`src/rtl/bcd_digit_accumulator_if.sv`:
```
// Operand-entry bus for the BCD digit accumulator.
// The operator side drives the digit, the add request and clear.
// The accumulator side returns the running sum and status.
interface bcd_digit_accumulator_if #(
  parameter int CNT_W = 4
);
  logic [3:0]       D;
  logic             Go;
  logic             Clr;
  logic [3:0]       Tens;
  logic [3:0]       Ones;
  logic             Ovf;
  logic             Err;
  logic [CNT_W-1:0] Cnt;
  logic             Busy;

  modport master (
    output D, Go, Clr,
    input  Tens, Ones, Ovf, Err, Cnt, Busy
  );

  modport slave (
    input  D, Go, Clr,
    output Tens, Ones, Ovf, Err, Cnt, Busy
  );
endinterface

```
`src/rtl/bcd_digit_accumulator.sv`:
```
// Two-digit BCD running-sum accumulator.
// Each rising edge of the asynchronous Go key adds the BCD digit on D.
// The sum wraps modulo 100, and a sticky flag records decimal overflow.
// A non-BCD digit parks the block in ERROR until Clr or reset.
module bcd_digit_accumulator #(
  parameter int SYNC_STAGES = 2,
  parameter int CNT_W       = 4
) (
  input  logic                  Clock,
  input  logic                  Resetn,
  bcd_digit_accumulator_if.slave bus
);

  typedef enum logic [1:0] {
    ST_IDLE  = 2'd0,
    ST_ADD   = 2'd1,
    ST_ERROR = 2'd2
  } state_t;

  state_t                 state_r;
  state_t                 state_next_s;
  logic [SYNC_STAGES-1:0] sync_r;
  logic                   go_s;
  logic                   go_d_r;
  logic                   pulse_s;
  logic [3:0]             tens_r;
  logic [3:0]             ones_r;
  logic                   ovf_r;
  logic                   err_r;
  logic [CNT_W-1:0]       cnt_r;
  logic [8:0]             add_s;

  // One BCD digit is added into a two-digit BCD value.
  // The result is packed as {wrap, tens, ones}.
  // wrap is set when the tens digit rolls past 9.
  function automatic logic [8:0] bcd_add(
    input logic [3:0] tens,
    input logic [3:0] ones,
    input logic [3:0] digit
  );
    logic [4:0] t;
    logic [4:0] u;
    logic       carry;
    logic [3:0] o;
    logic [3:0] tn;
    logic       wrap;
    t = {1'b0, ones} + {1'b0, digit};
    if (t > 5'd9) begin
      o     = 4'(t - 5'd10);
      carry = 1'b1;
    end else begin
      o     = t[3:0];
      carry = 1'b0;
    end
    u = {1'b0, tens} + {4'd0, carry};
    if (u == 5'd10) begin
      tn   = 4'd0;
      wrap = 1'b1;
    end else begin
      tn   = u[3:0];
      wrap = 1'b0;
    end
    return {wrap, tn, o};
  endfunction

  assign go_s    = sync_r[SYNC_STAGES-1];
  assign pulse_s = go_s & ~go_d_r;

  // Synchronise the Go key and keep a delayed copy for rising-edge detection.
  // This chain keeps running through Clr.
  always_ff @(posedge Clock) begin
    if (!Resetn) begin
      sync_r <= {SYNC_STAGES{1'b0}};
      go_d_r <= 1'b0;
    end else begin
      sync_r <= {sync_r[SYNC_STAGES-2:0], bus.Go};
      go_d_r <= go_s;
    end
  end

  // Compute the candidate BCD sum from the digit present at the commit edge.
  always_comb begin
    add_s = 9'd0;
    add_s = bcd_add(tens_r, ones_r, bus.D);
  end

  // Decide the next FSM state from the edge pulse and the digit range check.
  always_comb begin
    state_next_s = state_r;
    case (state_r)
      ST_IDLE: begin
        if (pulse_s) begin
          if (bus.D > 4'd9) begin
            state_next_s = ST_ERROR;
          end else begin
            state_next_s = ST_ADD;
          end
        end else begin
          state_next_s = ST_IDLE;
        end
      end
      ST_ADD:   state_next_s = ST_IDLE;
      ST_ERROR: state_next_s = ST_ERROR;
      default:  state_next_s = ST_IDLE;
    endcase
  end

  // Hold the state register, the sum, flags and counter.
  // Clr wins over any add that commits or starts on the same edge.
  always_ff @(posedge Clock) begin
    if (!Resetn) begin
      state_r <= ST_IDLE;
      tens_r  <= 4'd0;
      ones_r  <= 4'd0;
      ovf_r   <= 1'b0;
      err_r   <= 1'b0;
      cnt_r   <= {CNT_W{1'b0}};
    end else if (bus.Clr) begin
      state_r <= ST_IDLE;
      tens_r  <= 4'd0;
      ones_r  <= 4'd0;
      ovf_r   <= 1'b0;
      err_r   <= 1'b0;
      cnt_r   <= {CNT_W{1'b0}};
    end else begin
      state_r <= state_next_s;
      err_r   <= (state_next_s == ST_ERROR);
      if (state_r == ST_ADD) begin
        ones_r <= add_s[3:0];
        tens_r <= add_s[7:4];
        ovf_r  <= ovf_r | add_s[8];
        if (cnt_r != {CNT_W{1'b1}}) begin
          cnt_r <= cnt_r + CNT_W'(1);
        end else begin
          cnt_r <= cnt_r;
        end
      end else begin
        ones_r <= ones_r;
        tens_r <= tens_r;
        ovf_r  <= ovf_r;
        cnt_r  <= cnt_r;
      end
    end
  end

  assign bus.Tens = tens_r;
  assign bus.Ones = ones_r;
  assign bus.Ovf  = ovf_r;
  assign bus.Err  = err_r;
  assign bus.Cnt  = cnt_r;
  assign bus.Busy = (state_r == ST_ADD);

endmodule
```
`src/flat_wrapper.sv`:
```
// flat-port wrapper written by rule: the top's interface ports become plain ports
module bcd_digit_accumulator_flat 
#(
  parameter int SYNC_STAGES = 2,
  parameter int CNT_W       = 4
)
  (Clock, Resetn, bus_D, bus_Go, bus_Clr, bus_Tens, bus_Ones, bus_Ovf, bus_Err, bus_Cnt, bus_Busy);
  bcd_digit_accumulator_if #(.CNT_W(CNT_W)) bus_i ();
  input  logic Clock;
  input  logic Resetn;
  input wire logic [$bits(bus_i.D)-1:0] bus_D;
  input wire logic [$bits(bus_i.Go)-1:0] bus_Go;
  input wire logic [$bits(bus_i.Clr)-1:0] bus_Clr;
  output wire logic [$bits(bus_i.Tens)-1:0] bus_Tens;
  output wire logic [$bits(bus_i.Ones)-1:0] bus_Ones;
  output wire logic [$bits(bus_i.Ovf)-1:0] bus_Ovf;
  output wire logic [$bits(bus_i.Err)-1:0] bus_Err;
  output wire logic [$bits(bus_i.Cnt)-1:0] bus_Cnt;
  output wire logic [$bits(bus_i.Busy)-1:0] bus_Busy;
  assign bus_i.D = bus_D;
  assign bus_i.Go = bus_Go;
  assign bus_i.Clr = bus_Clr;
  assign bus_Tens = bus_i.Tens;
  assign bus_Ones = bus_i.Ones;
  assign bus_Ovf = bus_i.Ovf;
  assign bus_Err = bus_i.Err;
  assign bus_Cnt = bus_i.Cnt;
  assign bus_Busy = bus_i.Busy;
  bcd_digit_accumulator #(.SYNC_STAGES(SYNC_STAGES), .CNT_W(CNT_W)) u_core (.Clock(Clock), .Resetn(Resetn), .bus(bus_i));
endmodule
```
`config.mk`:
```
export PLATFORM = sky130hd
export DESIGN_NAME = bcd_digit_accumulator_flat
export DESIGN_NICKNAME = d
export VERILOG_FILES = /design/src/rtl/bcd_digit_accumulator_if.sv /design/src/rtl/bcd_digit_accumulator.sv /design/src/flat_wrapper.sv
export SDC_FILE = /design/constraint.sdc
export NUM_CORES = 1
export LEC_CHECK = 0
export BUFFER_PORTS_ARGS = -buffer_cell sky130_fd_sc_hd__clkbuf_2
export CORE_MARGIN = 3
export CORE_UTILIZATION = 52
export DETAILED_ROUTE_END_ITERATION = 16
export PLACE_DENSITY_LB_ADDON = 0.15
export SYNTH_ARGS = -nofsm -noshare
export SYNTH_HDL_FRONTEND = slang
export SYNTH_SLANG_ARGS = --single-unit
```
`constraint.sdc`:
```
create_clock -name Clock -period 3.1 [get_ports Clock]
set_input_delay 0.31 -clock Clock [delete_from_list [all_inputs] [get_ports Clock]]
set_output_delay 0.31 -clock Clock [all_outputs]
set_load 0.02 [all_outputs]
```
Yosys cells after proc, flatten, opt, wreduce, memory -nomap -nowiden:

Cells that the tools add are included.

* bits in latches: 0
* memories: 0
* logic and storage cells: 33
* RAM bits: 0
* bits in read-only memories: 0
* flip-flop bits (word level): 19

* $mul: 0
* divide/modulo/power cells: 0
* reduce and logical (&&, ||, !) cells: 3
* eq/ne operators: 5
* shifts and indexed selects: 0
* mux-type cells: 7
* bitwise operators: 4
* $lt $le $gt $ge: 2
* add/subtract/negate cells: 4

Operator list (count)
* $mux W4: 2
* $add A4 B1 Y5: 1
* $add A4 B4 Y5: 1
* $eq A5 B4 Y1 const B: 1
* $gt A5 B4 Y1 const B: 1
* $add A4 B1 Y4 const B: 1
* $eq A2 B2 Y1 const B: 2
* $gt A4 B4 Y1 const B: 1
* $mux W2: 2
* $ne A4 B4 Y1 const B: 1
* $pmux W2 S2: 1
* $sub A4 B4 Y4 const B: 1
* $eq A2 B1 Y1 const B: 1
* $logic_not A2 Y1: 1
* $mux W1: 2
* $not A1 Y1: 2
* $reduce_and A2 Y1: 1
* $reduce_or A2 Y1: 1
* $and A1 B1 Y1: 1
* $or A1 B1 Y1: 1

Longest topological paths before layout:

Gate-level depths: netlist of the first run.

* word-level depth: 7
* gate-level depth with buffers: 13

Worst setup path before layout of the first run:

OpenSTA, ideal clock, no wires.

* kind: reg-to-reg
* start point: register u_core.ones_r[0] (netlist: u_core.bus.Ones[0])
* end point: register u_core.tens_r[1] (netlist: u_core.bus.Tens[1])
* setup slack: 98 ps
* data arrival time: 2870 ps
* stages on the path, launching flop included: 13
* setup time: 132 ps
* data required time: 2968 ps
* buffers on the path: 0
* cells stage by stage: dfxtp_1 ha_1 inv_1 fa_1 xor2_1 ha_1 a21boi_0 o41ai_4 ha_1 ha_1 nor3b_1 and3_1 nor3_1

* longest elaborated chain between the ends: 6

Ends and longest elaborated chain
* from (decl): RTL line bcd_digit_accumulator.sv:27 `logic [3:0] ones_r;`
* from (signal assigned): RTL line bcd_digit_accumulator.sv:129 `ones_r <= add_s[3:0];`
* from (signal assigned): RTL line bcd_digit_accumulator.sv:138 `ones_r <= ones_r;`
* $add A4 B4 Y5 (*): RTL line bcd_digit_accumulator.sv:47 `t = {1'b0, ones} + {1'b0, digit};`
* $gt A5 B4 Y1 (*): RTL line bcd_digit_accumulator.sv:48 `if (t > 5'd9) begin`
* $mux W1 (*): RTL line bcd_digit_accumulator.sv:48
* $add A4 B1 Y5 (*): RTL line bcd_digit_accumulator.sv:55 `u = {1'b0, tens} + {4'd0, carry};`
* $eq A5 B4 Y1: RTL line bcd_digit_accumulator.sv:56 `if (u == 5'd10) begin`
* $mux W4 (*): RTL line bcd_digit_accumulator.sv:56
* to (signal assigned): RTL line bcd_digit_accumulator.sv:130 `tens_r <= add_s[7:4];`
* to (signal assigned): RTL line bcd_digit_accumulator.sv:139 `tens_r <= tens_r;`
* to (decl): RTL line bcd_digit_accumulator.sv:26 `logic [3:0] tens_r;`

Every way passes the cells marked *; elsewhere a longest branch is shown, timed or not.
A chain may end at the register's enable or synchronous reset.

Worst setup path after layout of the first run:

* start point: register u_core.ones_r[0] (netlist: u_core.bus.Ones[0])
* end point: register u_core.ovf_r (netlist: u_core.bus.Ovf)

* longest elaborated chain between the ends: 7

Ends and longest elaborated chain
* $add A4 B4 Y5: RTL line bcd_digit_accumulator.sv:47
* $gt A5 B4 Y1: RTL line bcd_digit_accumulator.sv:48
* $mux W1: RTL line bcd_digit_accumulator.sv:48
* $add A4 B1 Y5: RTL line bcd_digit_accumulator.sv:55
* $eq A5 B4 Y1: RTL line bcd_digit_accumulator.sv:56
* $mux W1: RTL line bcd_digit_accumulator.sv:56
* $or A1 B1 Y1: RTL line bcd_digit_accumulator.sv:131 `ovf_r <= ovf_r | add_s[8];`
* to (signal assigned): RTL line bcd_digit_accumulator.sv:131
* to (signal assigned): RTL line bcd_digit_accumulator.sv:140 `ovf_r <= ovf_r;`
* to (decl): RTL line bcd_digit_accumulator.sv:28 `logic ovf_r;`

Every way passes these cells.

==> results of run 1 <==
registers in the layout (all words and copies together), names as in the netlist:
name	count
u_core.bus.Cnt	4
u_core.bus.Ones	4
u_core.bus.Tens	4
u_core.state_r	2
u_core.sync_r	2
u_core.bus.Err	1
u_core.bus.Ovf	1
u_core.go_d_r	1
synth_stat cells (all sizes together) (2+ instances only):
| cell | number |
|---|---|
| a21boi | 2 |
| a21oi | 8 |
| a31oi | 2 |
| and2 | 3 |
| and3 | 2 |
| buf | 2 |
| dfxtp | 19 |
| ha | 9 |
| inv | 6 |
| mux2 | 2 |
| mux2i | 2 |
| nand2 | 7 |
| nand2b | 3 |
| nand3 | 4 |
| nor2 | 5 |
| nor3 | 4 |
| o21a | 2 |
| o21ai | 5 |
| xnor2 | 3 |
| xor2 | 2 |
layout make-up:
cell class	instances	share of cell area, %
Clock buffer	3	1.87
Sequential cell	19	31.5
Tap cell	25	2.59
Clock inverter	1	0.415
Timing Repair Buffer	24	10.4
Inverter	6	1.87
Multi-Input combinational cell	80	51.4
power by group through the flow:
stage / logic, W / registers (W) / clock network (W)
final: 0.0000416 / 0.000248 / 0.000128
after detailed placement: 0.0000372 / 0.000253 / 0
after global placement: 0.0000369 / 0.000253 / 0
after floorplan: 0.0000256 / 0.000254 / 0
after CTS: 0.0000384 / 0.000248 / 0.000132
after global routing: 0.0000463 / 0.000248 / 0.000139
final timing paths:
path | from | endpoint | slack, ns | depth (start not counted)
min | bus_Go | u_core.sync_r[0] | 0.21 | 2
min reg2reg | u_core.sync_r[0] | u_core.sync_r[1] | 0.45 | 1
max | u_core.bus.Ones[0] | u_core.bus.Ovf | 0.10 | 12
max reg2reg | u_core.bus.Ones[0] | u_core.bus.Ovf | 0.10 | 12
cell usage in the layout (no fill, tap or decap), types with 2 or more instances in the layout:
cell and count:
clkbuf_2 22, dfxtp_1 19, a21oi_1 8, ha_1 8
nand2_1 7, inv_1 6, nor2_1 5, o21ai_0 5
nand3_1 4, nor3_1 4, nand2b_1 3, and2_1 3
xnor2_1 3, clkbuf_4 3, o21a_1 2, a31oi_1 2
mux2i_1 2, mux2_1 2, buf_4 2
worst max-delay path, stage by stage (launching register included):
cell	delay (ns)
dfxtp_1	0.37
ha_1	0.19
inv_1	0.07
fa_2	0.37
xor2_2	0.18
ha_1	0.24
a21boi_2	0.17
o41ai_4	0.33
ha_2	0.25
ha_1	0.23
nor3b_1	0.15
and3_1	0.18
o21a_1	0.17
per-layer routing:
| metal | wire length (um) | GRT usage [%] | vias up | share of wire (%) |
|---|---|---|---|---|
| met5 | 0 | 0 | - | 0 |
| met4 | 38 | 8.07 | 0 | 1.9 |
| met3 | 66 | 3.56 | 5 | 3.4 |
| met2 | 990 | 34.1 | 16 | 51 |
| met1 | 865 | 19.4 | 407 | 44 |
| li1 | - | - | 441 | - |
repair_timing:
action | 4_1_cts | 5_1_grt
endpoints found under the setup margin | 2 | 3
pin swaps | 0 | 1
buffers inserted | 0 | 1
resized for setup | 2 | 3
metrics by stage:
stage / cells / total power (W) / worst slack [ns] / instance area, sq um / utilization [%]
after global placement: 153 / 0.000290 / 0.0626 / 1160 / 64.8
after CTS: 157 / 0.000418 / 0.0594 / 1190 / 66.8
after detailed placement: 153 / 0.000290 / -0.0965 / 1160 / 64.8
after floorplan: 108 / 0.000279 / 0.0982 / 1020 / -
final: 158 / 0.000417 / 0.103 / 1210 / 67.7
after global routing: 158 / 0.000433 / -0.0195 / 1210 / 67.7
cells by family (layout without fill, tap and decap cells):
group / after synthesis / after routing
compound gates: 26 / 26
xor+xnor: 5 / 5
fa+ha+maj: 10 / 10
buf+inv: 9 / 34
flops: 19 / 19
mux: 4 / 4
simple gates: 35 / 35
==> impl_metrics.json, run 1 <==
{
  "coreArea_sq_um": 1780,
  "hp-class": "in -> reg",
  "synthAdderAreaFrac_pct": 13.0,
  "start_util_pct": 57.3,
  "startpoint_type": "register",
  "p_seq_share_pct": 59.3,
  "seq_area_sq_um": 380,
  "hpwlAfterDp_mm": 1.53,
  "yosys.area_share.simple_pct": 19.2,
  "p_leak_nw": 0.506,
  "dieHeight_um": 50.3,
  "antennaDiodeCount": 0,
  "setup_viol": 0,
  "ys_seq_area_share_pct": 37.3,
  "worstMarginPinSlew_ns": 0.494,
  "p_sw_share_pct": 24.7,
  "post-route-period-util_pct": 96.7,
  "first_global_vias": 878,
  "num_rows": 15,
  "drive_gt1_share_pct": 27.1,
  "ys_async_sr_fraction_pct": 0,
  "multi_input_area_sq_um": 621,
  "fin_nets": 152,
  "num_vias": 869,
  "root_buffer": "clkbuf_4",
  "syn_inst": 108,
  "muxShareOfSynthArea_pct": 4.17,
  "ant_nets": 0,
  "cts_hold_buf": 0,
  "syn_nets": 126,
  "max_freq_ghz": 0.334,
  "cp_max_fo": 4,
  "drtPass1Iterations": 4,
  "first_iter_violations": 10,
  "crit_arrival_ns": 3.20,
  "finClkSkew_ns": 0.000839,
  "crit_type": "reg -> reg",
  "nFillCells": 154,
  "power_switching_w": 0.000103,
  "worstSkewPairLatency_ns": 0.30,
  "synth_cell_type_count": 38,
  "cts_buffers": 3,
  "outcome": "completed",
  "grt_max_degree": 17,
  "yosys-top-cells-area": "dfxtp_1 (37%), ha_1 (11%), a21oi_1 (3.9%)",
  "yosys.area_share.xor_xnor_pct": 4.29,
  "intPower_w": 0.000314,
  "ys_warn_count": 0,
  "synth-compound-area-share_pct": 18.5,
  "crit_path_end_kind": "register",
  "cts_tree": "yes",
  "p_per_area_nw_per_um2": 346,
  "grt_overflow": 0,
  "grt_util_all_layers_pct": 18.2,
  "synth_area_per_cell_sq_um": 9.45,
  "synthesis.area_sq_um": 1020,
  "boundaryPins": 23,
  "cts.sinks": 19,
  "synth_largest_area_cell": "dfxtp_1",
  "die_area_sq_um": 2530,
  "yosys.area.top_type_share_pct": 37.3,
  "post-route-min-period_ns": 3.00,
  "synth_ff_type": "dfxtp_1",
  "p_comb_share_pct": 10.0,
  "htree_levels": 1,
  "ys_ff_latch": 19,
  "synth_top_family_by_area": "simple AND/OR/NAND/NOR gates",
  "area_delta_synth_final_pct": 18.3,
  "hold_viol": 0,
  "drc": 0,
  "io_buffers": 22,
  "vdd_drop_max_mv": 0.248,
  "routed_wl_mm": 1.96,
  "whs_ns": 0.208,
  "critPathRequiredTime_ns": 3.31,
  "cts_buffer_depth": 2,
  "grt_pass1_wl_mm": 3.57,
  "path_clk_slew_ns": 0.11,
  "max_cap_viol_count": 0,
  "clkPwrFrac_pct": 30.7,
  "routed_via_density": 5.50,
  "antenna_found_initial": 0,
  "finalSetupTns_ns": 0,
  "synth_edf_count": 0,
  "maxSlewHeadroom_pct": 67.0,
  "die_w_um": 50.3,
  "slew_violations": 0,
  "wire_per_inst_um": 12.4,
  "globalplace.congestion": 0.869
}
Power figures use the tool's default switching activity.
==> run 2, diff against run 1 <==
--- a/config.mk
+++ b/config.mk
@@ -6,8 +6,11 @@
 export NUM_CORES = 1
 export LEC_CHECK = 0
 export BUFFER_PORTS_ARGS = -buffer_cell sky130_fd_sc_hd__clkbuf_2
+export CELL_PAD_IN_SITES_DETAIL_PLACEMENT = 0
+export CELL_PAD_IN_SITES_GLOBAL_PLACEMENT = 1
+export CORE_ASPECT_RATIO = 0.7
 export CORE_MARGIN = 3
-export CORE_UTILIZATION = 52
+export CORE_UTILIZATION = 39
 export DETAILED_ROUTE_END_ITERATION = 16
 export PLACE_DENSITY_LB_ADDON = 0.15
 export SYNTH_ARGS = -nofsm -noshare
==> impl_metrics.json, run 2 (synthesized netlist as in run 1, its figures left out) <==
{
  "outcome": "completed",
  "nFillCells": 233,
  "slew_violations": 0,
  "p_sw_share_pct": 23.5,
  "routed_wl_mm": 2.19,
  "post-route-min-period_ns": 3.03,
  "start_util_pct": 44.2,
  "grt_util_all_layers_pct": 14.1,
  "io_buffers": 22,
  "fin_util_pct": 54.2,
  "final_common_cell": "clkbuf_2",
  "hold_viol": 0,
  "first_iter_violations": 56,
  "drive_gt1_share_pct": 29.9,
  "p_seq_share_pct": 52.9,
  "dp.cells": 160,
  "grt_max_degree": 17,
  "intPower_w": 0.000358,
  "critPathRequiredTime_ns": 3.25,
  "area_delta_synth_final_pct": 22.8,
  "finClkSkew_ns": 0.00420,
  "cts_buffer_depth": 2,
  "ant_nets": 0,
  "p_comb_share_pct": 9.6,
  "crit_type": "reg -> reg",
  "p_per_area_nw_per_um2": 373,
  "crit_arrival_ns": 3.18,
  "coreArea_sq_um": 2310,
  "cp_slowest_cell": "fa_2",
  "setup_viol": 0,
  "num_rows": 14,
  "hpwlAfterDp_mm": 1.67,
  "cp_max_fo": 4,
  "cp_common_cell": "ha_2",
  "worstSkewPairLatency_ns": 0.26,
  "vdd_drop_max_mv": 0.214,
  "power_switching_w": 0.000110,
  "layout_common_cells": "clkbuf_2 (22), dfxtp_1 (18), a21oi_1 (8)",
  "antenna_found_initial": 0,
  "boundaryPins": 23,
  "globalplace.congestion": 0.829,
  "max_freq_ghz": 0.330,
  "root_buffer": "clkbuf_8",
  "post-route-period-util_pct": 97.7,
  "finalSetupTns_ns": 0,
  "drc": 0,
  "routed_via_density": 5.08,
  "maxSlewHeadroom_pct": 63.9,
  "num_vias": 844,
  "first_global_vias": 758,
  "grt_overflow": 0,
  "worstMarginPinSlew_ns": 0.541,
  "clkPwrFrac_pct": 37.5,
  "cts_buffers": 3,
  "cts.sinks": 19,
  "hp-class": "in -> reg",
  "wire_per_inst_um": 13.2,
  "drtPass1Iterations": 4,
  "dieHeight_um": 48.8,
  "cts_hold_buf": 0,
  "path_cells": "ha_2 -> inv_1 -> fa_2 -> xor2_2 -> ha_1 -> a21boi_2 -> o41ai_4 -> ha_2 -> nand3_1 -> or3_1 -> a221oi_1",
  "die_area_sq_um": 3280,
  "fin_nets": 153,
  "path_clk_slew_ns": 0.07,
  "max_cap_viol_count": 0,
  "whs_ns": 0.257,
  "p_leak_nw": 0.515,
  "crit_path_end_kind": "register",
  "cpPeakStageDelay_ns": 0.36,
  "seq_area_sq_um": 382,
  "grt_pass1_wl_mm": 3.53,
  "multi_input_area_sq_um": 628,
  "finalNonFillerCells": 166,
  "startpoint_type": "register",
  "finalPower_w": 0.000468,
  "cts_tree": "yes",
  "die_w_um": 67.2,
  "htree_levels": 1,
  "antennaDiodeCount": 0
}
[run 2: layout make-up]
cell class / count / share of cell area (%)
timing repair buffer: 25 / 10.6
inverter: 6 / 1.80
tap: 32 / 3.19
multi-input combinational: 80 / 50.1
sequential: 19 / 30.4
clock buffer: 3 / 3.29
clock inverter: 1 / 0.599
[run 2: path summary, 6_finish.rpt]
kind	to	slack, ns	startpoint	cells after the start
setup / recovery	u_core.bus.Tens[3]	0.07	u_core.bus.Ones[0]	11
hold / removal	u_core.sync_r[0]	0.26	bus_Go	2
setup reg to reg	u_core.bus.Tens[3]	0.07	u_core.bus.Ones[0]	11
hold reg to reg	u_core.sync_r[1]	0.44	u_core.sync_r[0]	1
[run 2: layer usage]
layer / GRT usage [%] / routed length (um)
met1: 20.7 / 1100
met5: 0 / 0
met2: 19.6 / 978
met3: 4.84 / 103
met4: 3.03 / 5
[run 2: worst max-delay path: cells and delay by family (launching register included)]
kind,cells,cell delay (ns)
adder cells (fa/ha/maj),4,1.05
AO/OA/AOI/OAI,3,0.84
AND/OR/NAND/NOR,2,0.46
flip-flops,1,0.34
XOR/XNOR,1,0.18
buffers and inverters,1,0.06
[run 2: through the flow]
| stage | cell area, sq um | setup WS (ns) |
|---|---|---|
| floorplan | 1020 | 0.0982 |
| global route | 1250 | -0.0211 |
| detailed placement | 1160 | -0.111 |
| CTS | 1220 | 0.0544 |
| global placement | 1160 | 0.0417 |
| finish | 1250 | 0.0712 |
[run 2: what timing repair did]
item / CTS / global route
pin swaps: 0 / 2
setup buffers: 0 / 2
setup endpoints to repair: 2 / 3
resized for setup: 2 / 6
cloned: 0 / 0
[run 2: power by group through the flow]
| stage | Combinational (W) | Sequential (W) | Clock [W] |
|---|---|---|---|
| after floorplan | 0.0000256 | 0.000254 | 0 |
| after detailed placement | 0.0000382 | 0.000253 | 0 |
| after global placement | 0.0000377 | 0.000253 | 0 |
| after global routing | 0.0000495 | 0.000248 | 0.000195 |
| after CTS | 0.0000392 | 0.000248 | 0.000180 |
| final | 0.0000450 | 0.000248 | 0.000175 |
